`src/rtl/ex_muldiv_unit.sv`:
```
// Execute-stage iterative (radix-2) multiply/divide unit owning HI/LO; stalls dependent HI/LO instructions.
// Build option MULDIV_EARLY_TERM_EN: multiplies leave RUN as soon as the remaining multiplier bits are zero.
//
// state | meaning
// IDLE  | nothing in flight; HI/LO instructions proceed without stall
// RUN   | one shift-add (mul) or restoring shift-subtract (div) step per cycle
// FIX   | sign correction and HI/LO write-back
module ex_muldiv_unit #(
    parameter int XLEN = 32
) (
    input  logic            clock,
    input  logic            reset,
    input  logic            valid_in,
    input  logic [5:0]      op_in,
    input  logic [5:0]      funct_in,
    input  logic [XLEN-1:0] valA_in,
    input  logic [XLEN-1:0] valB_in,
    output logic            stall,
    output logic [XLEN-1:0] result,
    output logic            result_valid,
    output logic [XLEN-1:0] hi_out,
    output logic [XLEN-1:0] lo_out,
    output logic            div_by_zero
);
    typedef enum logic [1:0] {IDLE, RUN, FIX} state_t;
    localparam logic [5:0] LP_LAST = 6'(XLEN - 1);

    state_t            r_state, w_state_nxt;
    logic [5:0]        r_cnt;
    logic [2*XLEN-1:0] r_acc;
    logic [2*XLEN-1:0] r_opa;
    logic [XLEN-1:0]   r_opb;
    logic [XLEN-1:0]   r_hi, r_lo;
    logic              r_is_mul, r_neg_q, r_neg_r, r_dbz;

    logic              w_rtype, w_mult, w_multu, w_div, w_divu;
    logic              w_mfhi, w_mthi, w_mflo, w_mtlo;
    logic              w_is_mul, w_is_div, w_is_signed, w_hilo_use;
    logic              w_busy, w_accept, w_start, w_b_zero, w_mul_done;
    logic [XLEN-1:0]   w_abs_a, w_abs_b;
    logic [XLEN:0]     w_trial, w_diff;
    logic [2*XLEN-1:0] w_prod_fix;

    assign w_rtype = (op_in == 6'h00);
    assign w_mult  = w_rtype && (funct_in == 6'h18);
    assign w_multu = w_rtype && (funct_in == 6'h19);
    assign w_div   = w_rtype && (funct_in == 6'h1A);
    assign w_divu  = w_rtype && (funct_in == 6'h1B);
    assign w_mfhi  = w_rtype && (funct_in == 6'h10);
    assign w_mthi  = w_rtype && (funct_in == 6'h11);
    assign w_mflo  = w_rtype && (funct_in == 6'h12);
    assign w_mtlo  = w_rtype && (funct_in == 6'h13);

    assign w_is_mul    = w_mult | w_multu;
    assign w_is_div    = w_div | w_divu;
    assign w_is_signed = w_mult | w_div;
    assign w_hilo_use  = valid_in & (w_is_mul | w_is_div | w_mfhi | w_mthi | w_mflo | w_mtlo);

    assign w_busy   = (r_state != IDLE);
    assign stall    = w_busy & w_hilo_use;
    assign w_accept = w_hilo_use & ~stall;
    assign w_b_zero = (valB_in == '0);
    assign w_start  = w_accept & (w_is_mul | (w_is_div & ~w_b_zero));

    assign w_abs_a = (w_is_signed && valA_in[XLEN-1]) ? -valA_in : valA_in;
    assign w_abs_b = (w_is_signed && valB_in[XLEN-1]) ? -valB_in : valB_in;

    assign result_valid = w_hilo_use & (w_mfhi | w_mflo) & ~stall;
    assign result       = !result_valid ? '0 : (w_mfhi ? r_hi : r_lo);
    assign hi_out       = r_hi;
    assign lo_out       = r_lo;
    assign div_by_zero  = r_dbz;

    // Restoring divide: partial remainder shifted left with the next dividend bit.
    assign w_trial    = {r_acc[XLEN-1:0], r_opb[XLEN-1]};
    assign w_diff     = w_trial - {1'b0, r_opa[XLEN-1:0]};
    assign w_prod_fix = r_neg_q ? -r_acc : r_acc;

`ifdef MULDIV_EARLY_TERM_EN
    assign w_mul_done = r_is_mul && (r_opb[XLEN-1:1] == '0);
`else
    assign w_mul_done = 1'b0;
`endif

    always_ff @(posedge clock or posedge reset) begin
        if (reset) r_state <= IDLE;
        else       r_state <= w_state_nxt;
    end

    always_comb begin
        w_state_nxt = r_state;
        case (r_state)
            IDLE:    if (w_start) w_state_nxt = RUN;
            RUN:     if ((r_cnt == LP_LAST) || w_mul_done) w_state_nxt = FIX;
            FIX:     w_state_nxt = IDLE;
            default: w_state_nxt = IDLE;
        endcase
    end

    always_ff @(posedge clock or posedge reset) begin
        if (reset) begin
            r_cnt    <= '0;
            r_acc    <= '0;
            r_opa    <= '0;
            r_opb    <= '0;
            r_hi     <= '0;
            r_lo     <= '0;
            r_is_mul <= 1'b0;
            r_neg_q  <= 1'b0;
            r_neg_r  <= 1'b0;
            r_dbz    <= 1'b0;
        end else begin
            r_dbz <= w_accept & w_is_div & w_b_zero;
            // MTHI/MTLO can only be accepted in IDLE, so they never collide with FIX.
            if (w_accept & w_mthi) r_hi <= valA_in;
            if (w_accept & w_mtlo) r_lo <= valA_in;
            case (r_state)
                IDLE: begin
                    if (w_start) begin
                        r_cnt    <= '0;
                        r_acc    <= '0;
                        r_is_mul <= w_is_mul;
                        r_neg_q  <= w_is_signed & (valA_in[XLEN-1] ^ valB_in[XLEN-1]);
                        r_neg_r  <= w_is_signed & valA_in[XLEN-1];
                        r_opa    <= {{XLEN{1'b0}}, (w_is_mul ? w_abs_a : w_abs_b)};
                        r_opb    <= w_is_mul ? w_abs_b : w_abs_a;
                    end
                end
                RUN: begin
                    r_cnt <= r_cnt + 6'd1;
                    if (r_is_mul) begin
                        if (r_opb[0]) r_acc <= r_acc + r_opa;
                        r_opa <= r_opa << 1;
                        r_opb <= r_opb >> 1;
                    end else begin
                        if (!w_diff[XLEN]) r_acc[XLEN-1:0] <= w_diff[XLEN-1:0];
                        else               r_acc[XLEN-1:0] <= w_trial[XLEN-1:0];
                        r_opb <= {r_opb[XLEN-2:0], ~w_diff[XLEN]};
                    end
                end
                FIX: begin
                    if (r_is_mul) begin
                        {r_hi, r_lo} <= w_prod_fix;
                    end else begin
                        r_lo <= r_neg_q ? -r_opb : r_opb;
                        r_hi <= r_neg_r ? -r_acc[XLEN-1:0] : r_acc[XLEN-1:0];
                    end
                end
                default: ;
            endcase
        end
    end
endmodule

```
`config.mk`:
```
export PLATFORM = sky130hd
export DESIGN_NAME = ex_muldiv_unit
export DESIGN_NICKNAME = d
export VERILOG_FILES = /design/src/rtl/ex_muldiv_unit.sv
export SDC_FILE = /design/constraint.sdc
export NUM_CORES = 1
export LEC_CHECK = 0
export ABC_CLOCK_PERIOD_IN_PS = 7700
export CAP_MARGIN = 20
export CORE_MARGIN = 5
export CORE_UTILIZATION = 54
export CTS_CLUSTER_SIZE = 20
export DETAILED_ROUTE_END_ITERATION = 16
export GPL_TIMING_DRIVEN = 0
export HOLD_SLACK_MARGIN = 0.08
export PLACE_DENSITY_LB_ADDON = 0.05
export SETUP_SLACK_MARGIN = 0.05
export SYNTH_ARGS = -nofsm -noshare
export SYNTH_HDL_FRONTEND = slang
export SYNTH_SLANG_ARGS = --single-unit
```
`constraint.sdc`:
```
create_clock -name clock -period 7.7 [get_ports clock]
set_input_delay 1.54 -clock clock [delete_from_list [all_inputs] [get_ports clock]]
set_output_delay 1.54 -clock clock [all_outputs]
set_load 0.005 [all_outputs]
```
## Word level (Yosys, flattened, before mapping)

Cells that the tools add are included.

| word-level totals | value |
|---|---|
| flip-flop bits (word level) | 236 |
| bits of input ports | 79 |
| output and inout port bits | 99 |
| word-level logic and storage cells | 118 |

| operators by class | value |
|---|---|
| add/subtract/negate cells | 8 |
| equality and inequality tests | 16 |
| multiplexer cells | 32 |
| bitwise logic cells | 27 |
| reductions and logical operators | 23 |

Operators with widths:

| kind | count |
|---|---|
| 32-bit 2-to-1 mux | 19 |
| 64-bit 2-to-1 mux | 5 |
| 64-bit one-hot mux with 2 select lines | 2 |
| 32-bit negator | 4 |
| 64-bit adder | 1 |
| 64-bit negator | 1 |
| 32-bit one-hot mux with 2 select lines | 1 |
| 6-bit by 5-bit == test with 1-bit output, second input constant | 9 |
| 33-bit by 32-bit subtractor with 33-bit output | 1 |
| 32-bit logical NOT | 1 |
| 1-bit bitwise AND | 13 |
| 6-bit one-hot mux with 2 select lines | 1 |
| 1-bit logical AND | 10 |
| 1-bit bitwise OR | 10 |
| 2-bit != test, second input constant | 4 |
| 2-bit nonzero test | 4 |
| 6-bit by 1-bit adder with 6-bit output, second input constant | 1 |
| 6-bit logical NOT | 1 |
| 6-bit 2-to-1 mux | 1 |
| 2-bit AND reduction | 3 |
| 3-bit AND reduction | 2 |
| 2-bit 2-to-1 mux | 2 |
| 2-bit one-hot mux with 2 select lines | 1 |
| 4-bit AND reduction | 1 |
| 6 further kinds | 8 |

## Longest topological paths before layout

Gate-level depths: netlist of the first run.

| logic depth | value |
|---|---|
| depth in word-level cells | 15 |
| gate-level depth with buffers | 16 |
| mapped depth without buffers | 14 |

## Least setup slack after synthesis of the first run

No wires, ideal clock.

| path | value |
|---|---|
| kind | input to output |
| start | in op_in[3] |
| end | out result[22] |
| arrival | 3.209 ns |
| data required time | 6.160 ns |
| setup slack | 2.951 ns |
| cell stages on the path | 6 |
| buffers on the path | 2 |
| cells stage by stage | nor4_1 -> nand4_1 -> or4b_2 -> clkbuf_1 -> clkbuf_1 -> a21oi_1 |

| on the way | value |
|---|---|
| longest elaborated chain between the ends | 13 |
| elaborated cells between the ends (all ways) | 24 |
| classes of those cells | 2 x mux; 13 x bitwise; 9 x reduce/logical |

RTL lines:

| item | line | RTL |
|---|---|---|
| from (decl) | 14 | `input logic [5:0] op_in,` |
| 6-bit logical NOT * | 44 | `assign w_rtype = (op_in == 6'h00);` |
| 1-bit logical AND, on equally long branches | -- |  |
| 1-bit bitwise OR, on equally long branches | 54, 55 |  |
| 1-bit bitwise OR (5 in series) | 57 | `assign w_hilo_use = valid_in & (w_is_mul \| w_is_div \| w_mfhi \| w_mthi \| w_mflo \| w_mtlo);` |
| 1-bit bitwise AND | 57 |  |
| 1-bit bitwise AND | 60 | `assign stall = w_busy & w_hilo_use;` |
| 1-bit NOT | 68 | `assign result_valid = w_hilo_use & (w_mfhi \| w_mflo) & ~stall;` |
| 1-bit bitwise AND | 68 |  |
| 32-bit 2-to-1 mux * | 69 | `assign result = !result_valid ? '0 : (w_mfhi ? r_hi : r_lo);` |
| to (decl) | 19 | `output logic [XLEN-1:0] result,` |

Every way passes the cells marked *; elsewhere a longest branch is shown, timed or not.

## Final worst setup path of the first run

| path | value |
|---|---|
| start | in op_in[3] |
| end | out result[2] |

Same word-level chain as after synthesis.

==> qor.yml, run 1 <==
run_status:
  status: "finished clean"
final_layout:
  area_growth_pct: 17.07
  final_cell_area_um2: 24870
  final_common_cell: "nand2_1"
  final_cell_mix: "503 x nand2_1, 240 x a21oi_1, 236 x dfrtp_1, 207 x nor2_1, 197 x o21ai_0"
  n_fill_cell: 3483
  drive_above_1_share: 0.03669
  regArea_um2: 5906
  multi_input_area_um2: 14330
  final_nets: 3212
global_route:
  grt_pass1_vias: 21780
  grt_first_pass_wirelength_mm: 134.3
  grt_max_degree: 39
  track_usage: 0.3935
  antenna_found_initial: 0
  grt_overflow: 0
timing:
  hold_viol_final: 0
  slew_viol_final: 0
  finalClockSkew_ps: 28.46
  setup_violations: 0
  tns_ps: 0
  fin_crit_sh: 0.8008
  holdWs_ps: 498.1
  max_freq_ghz: 0.1622
  relSlewSlack: 0.2338
  tightest_slew_ps: 1134
  rsz0062_at_grt: "false"
  fin_crit_ps: 6166
detailed_routing:
  wl_met2_mm: 37.79
  drt_iter0_markers: 3206
  route.detailed.drc: 0
  avgRoutedWirePerCell_um: 25.02
  wl_met1_mm: 35.59
  dr.max_layer_used: "met4"
  via_per_inst: 6.603
  met3_length_mm: 10.22
  wl_mm: 89.38
  vias: 23590
  firstDrtPassIters: 8
  antenna_left: 0
die:
  die_w_um: 208.3
  io_pins: 178
  initial_utilization: 0.5471
  dieHeight_um: 208.3
  fp-row-count: 72
  core_um2: 38830
  fp.dieArea_um2: 43410
placement:
  place.port_buffers: 176
  dp_hpwl_mm: 70.46
  finalWeightedCongestion: 1.055
  post_dp_cell_area_um2: 23830
worst_setup_path:
  critical_path.endpoint_type: "primary output"
  cp.arrival_ps: 4630
  cp.required_ps: 6160
  cp_max_fo: 10
  critPathKind: "input port to primary output"
  cp-startpoint: "op_in[3]"
  start_kind: "input port"
  rr_worst_depth: 13
  reg2reg_from: "r_acc[0]"
logic_synthesis:
  synth-seq-cells: 236
  ys_types: 81
  yosys_warnings: 0
  ys_seq_area_frac: 0.2780
  synth_edf_count: 0
  ys_top_cells_by_area: "dfrtp_1 28%, nand2_1 8.9%, ha_1 5.9%"
  postSynthCellCount: 2815
  synth_area_um2: 21240
  syn_nets: 2996
  syn_area_per_cell_um2: 7.547
  async_reset_ff_frac: 1.000
  synth_top_area_frac: 0.2780
  yosysTopAreaCell: "dfrtp_1"
  synth_ff_type: "dfrtp_1"
clock_network:
  clk_latency_ps: 580
  clock_path_buffers: 3
  clock-sinks: 236
  path_clk_slew_ps: 50
  postCtsSetupBuffers: 0
  h-tree-depth: 1
  ctsHoldBuffers: 0
  cts_buffers: 29
  cts_tree: "done"
  post_cts_resized: 0
  cts_root_buffer: "clkbuf_16"
hold_path:
  hold_start: "r_opa[42]"
  hp-class: "flip-flop to flip-flop"
  hold_depth: 2
job:
  maxCapViolCount: 0
power:
  p_leak_uw: 0.01049
  peakVddDrop_uv: 367.9
  pwr_density_cell_nw_per_um2: 420.1
  total_power_uw: 10450
cell usage after synthesis, types with 11 or more instances:
library cell / count
a22oi_1: 19
and2_1: 16
nor3_1: 35
o21ai_0: 197
buf_1: 19
a31oi_1: 70
xnor2_1: 139
nand4_1: 21
a211oi_1: 70
nand3_1: 74
clkbuf_1: 163
mux2_2: 12
a21oi_1: 240
nor4_1: 17
nand2b_1: 19
o31ai_1: 59
or2_2: 11
o21bai_1: 25
and3_1: 20
ha_1: 100
or3_1: 34
o21a_1: 12
mux2i_1: 63
dfrtp_1: 236
nand2_1: 503
nor2b_1: 17
a21o_1: 43
nor2_1: 207
o22ai_1: 12
o211ai_1: 22
or4_1: 16
o41ai_1: 13
inv_1: 79
xor2_1: 120
metrics by stage:
step	setup slack, ps	utilization	std cells
detailed placement	1573	0.6138	3518
finish	1534	0.6406	3572
floorplan	2951	-	2815
CTS	1565	0.6405	3571
global placement	1093	0.6093	3509
global route	1314	0.6405	3571
final timing paths:
kind,endpoint,slack [ps]
max,result[2],1530
min,r_opa[42],500
max reg2reg,r_acc[16],2710
min reg2reg,r_opa[42],500
max in group asynchronous,r_acc[41],5440
min in group asynchronous,r_cnt[0],1250
flip-flops by register name, summed over array words and instances (netlist names):
| name | count |
|---|---|
| r_opb | 32 |
| r_opa | 64 |
| r_neg_q | 1 |
| r_neg_r | 1 |
| r_is_mul | 1 |
| r_acc | 64 |
| hi_out | 32 |
| div_by_zero | 1 |
| r_cnt | 6 |
| r_state | 2 |
| lo_out | 32 |
power by group:
| part | switching (uW) | internal [uW] | leakage, uW |
|---|---|---|---|
| combinational | 4140 | 2490 | 0.00727 |
| clock | 588 | 930 | 0.000514 |
| sequential | 633 | 1660 | 0.00270 |
| total | 5360 | 5080 | 0.0105 |
layer usage:
| layer | global-route usage | up-vias |
|---|---|---|
| li1 | - | 10510 |
| met1 | 0.5419 | 11230 |
| met2 | 0.5905 | 1559 |
| met3 | 0.07893 | 289 |
| met4 | 0.1968 | 0 |
| met5 | 0 | - |
cells by family (layout without fill, tap and decap cells):
group	count (synthesis)	after routing	share of synthesized area
buf+inv	267	505	0.04782
other cells	0	1	0
mux	76	76	0.03710
xor+xnor	259	259	0.1068
simple gates	1020	1020	0.2172
flops	236	236	0.2780
fa+ha+maj	102	102	0.06078
compound gates	855	855	0.2523
worst max-delay path, cell delays in order:
cell	delay [ps]
clkdlybuf4s50_1	400
nor4_1	440
nand4_1	230
or4b_2	650
clkbuf_1	270
clkbuf_1	290
a21oi_1	250
clkdlybuf4s50_1	540
layout make-up:
| cell class | instances | share of cell area |
|---|---|---|
| Antenna cell | 1 | 0.0001006 |
| Buffer | 188 | 0.02893 |
| Clock buffer | 41 | 0.03421 |
| Clock inverter | 12 | 0.007546 |
| Inverter | 79 | 0.01207 |
| Multi-Input combinational cell | 2312 | 0.5761 |
| Sequential cell | 236 | 0.2374 |
| Tap cell | 518 | 0.02606 |
| Timing Repair Buffer | 185 | 0.07757 |
Power figures use the tool's default switching activity.
==> run 2: changes to the inputs <==
--- a/config.mk
+++ b/config.mk
@@ -5,7 +5,7 @@
 export SDC_FILE = /design/constraint.sdc
 export NUM_CORES = 1
 export LEC_CHECK = 0
-export ABC_CLOCK_PERIOD_IN_PS = 7700
+export ABC_CLOCK_PERIOD_IN_PS = 5520
 export CAP_MARGIN = 20
 export CORE_MARGIN = 5
 export CORE_UTILIZATION = 54
==> constraint.sdc (replaced) <==
create_clock -name clock -period 5.52 [get_ports clock]
set_input_delay 1.104 -clock clock [delete_from_list [all_inputs] [get_ports clock]]
set_output_delay 1.104 -clock clock [all_outputs]
set_load 0.005 [all_outputs]
==> qor.yml, run 2 (synthesized netlist as in run 1, its figures left out) <==
timing:
  max_freq_ghz: 0.1897
  slew_viol_final: 0
  fin_crit_sh: 0.9552
  finalClockSkew_ps: 28.81
  setup_violations: 0
  tightest_slew_ps: 1167
  rsz0062_at_grt: "false"
  hold_viol_final: 0
  fin_crit_ps: 5273
  tns_ps: 0
  relSlewSlack: 0.2222
  timing.final.ws_setup_ps: 247.2
clock_network:
  clk_latency_ps: 580
  cts_buffers: 29
  cts_root_buffer: "clkbuf_16"
  h-tree-depth: 1
  clock-sinks: 236
  postCtsSetupBuffers: 0
  post_cts_resized: 0
  cts_tree: "done"
  clock_path_buffers: 3
  path_clk_slew_ps: 50
  ctsHoldBuffers: 0
hold_path:
  hp-class: "flip-flop to flip-flop"
  min_to: "r_opa[42]"
  hold_depth: 2
  hold_start: "r_opa[42]"
global_route:
  grt_max_degree: 39
  grt_first_pass_wirelength_mm: 134.3
  track_usage: 0.3935
  grt_overflow: 0
  antenna_found_initial: 0
  grt_pass1_vias: 21780
detailed_routing:
  drt_iter0_markers: 3208
  route.detailed.drc: 0
  via_per_inst: 6.629
  avgRoutedWirePerCell_um: 25.03
  wl_mm: 89.41
  firstDrtPassIters: 7
  vias: 23680
  antenna_left: 0
power:
  peakVddDrop_uv: 513.1
  p_leak_uw: 0.01050
  pwr_density_cell_nw_per_um2: 585.9
  total_power_uw: 14570
worst_setup_path:
  reg2reg_from: "r_acc[0]"
  critical_path.endpoint_type: "primary output"
  cp.required_ps: 4420
  rr_worst_depth: 13
  r2r_setup_slack_ps: 530
  cp.arrival_ps: 4170
  start_kind: "input port"
  critPathKind: "input port to primary output"
  r2r-end: "r_acc[16]"
  cp_max_fo: 10
final_layout:
  fin_util: 0.6407
  n_fill_cell: 3484
  area_growth_pct: 17.09
  final_nets: 3212
  final_common_cell: "nand2_1"
  drive_above_1_share: 0.03767
  final_cell_mix: "503 x nand2_1, 240 x a21oi_1, 236 x dfrtp_1, 207 x nor2_1, 197 x o21ai_0"
  largestRegisters: "r_acc (64), r_opa (64)"
  final_cell_area_um2: 24880
die:
  io_pins: 178
  fp.dieArea_um2: 43410
  dieHeight_um: 208.3
  die_w_um: 208.3
  initial_utilization: 0.5471
  core_um2: 38830
  fp-row-count: 72
placement:
  place.port_buffers: 176
  dp_hpwl_mm: 70.46
  post_dp_cell_area_um2: 23830
  pre_cts_ws_ps: -66.36
  finalWeightedCongestion: 1.055
run_status:
  status: "finished clean"
job:
  maxCapViolCount: 0
-- run 2: changes by cell type in the layout (fill, tap and decap cells not counted) --
cell      change
clkbuf_2      +3
clkbuf_1      -3
-- run 2: through the flow --
stage          cells  hold WS (ps)
6_report        3572         498.1
5_1_grt         3571         516.5
3_3_place_gp    3509         482.0
4_1_cts         3571         501.7
2_1_floorplan   2815         464.2
3_5_place_dp    3518         487.2
-- run 2: metal layers --
layer	part of all wire	up-vias	wire, um	global-route usage
met5	0	-	0	0
met4	0.065	0	5825	0.1968
met3	0.11	294	10240	0.07893
met2	0.42	1601	37740	0.5905
met1	0.40	11260	35600	0.5419
li1	-	10520	-	-
-- run 2: worst max-delay path, cell delays in order --
cell,delay [ps]
clkdlybuf4s50_1,400
nor4_1,440
nand4_1,230
or4b_2,650
clkbuf_1,260
clkbuf_1,290
a21oi_1,240
clkdlybuf4s50_1,540
-- run 2: cell type report --
class / count / area, um^2 / area share
Antenna cell: 1 / 2.502 / 0.0001006
Buffer: 188 / 723.2 / 0.02907
Clock buffer: 41 / 850.8 / 0.03420
Clock inverter: 12 / 187.7 / 0.007545
Inverter: 79 / 300.3 / 0.01207
Multi-Input combinational cell: 2312 / 14330 / 0.5760
Sequential cell: 236 / 5906 / 0.2374
Tap cell: 518 / 648.1 / 0.02606
Timing Repair Buffer: 185 / 1929 / 0.07756
-- run 2: where the power goes --
part	switching [uW]	internal (uW)	leakage [uW]
clock	822	1300	0.000514
sequential	883	2320	0.00270
combinational	5780	3480	0.00728
-- run 2: worst max path at each step --
stage	slack, ps	from	endpoint	cells after the start
2_1_floorplan	1320	reset	div_by_zero	1
3_3_place_gp	-570	reset	r_opa[49]	2
3_5_place_dp	-70	valB_in[7]	r_acc[36]	13
4_1_cts	260	op_in[3]	result[2]	8
5_1_grt	100	op_in[3]	result[2]	8
6_report	250	op_in[3]	result[2]	8
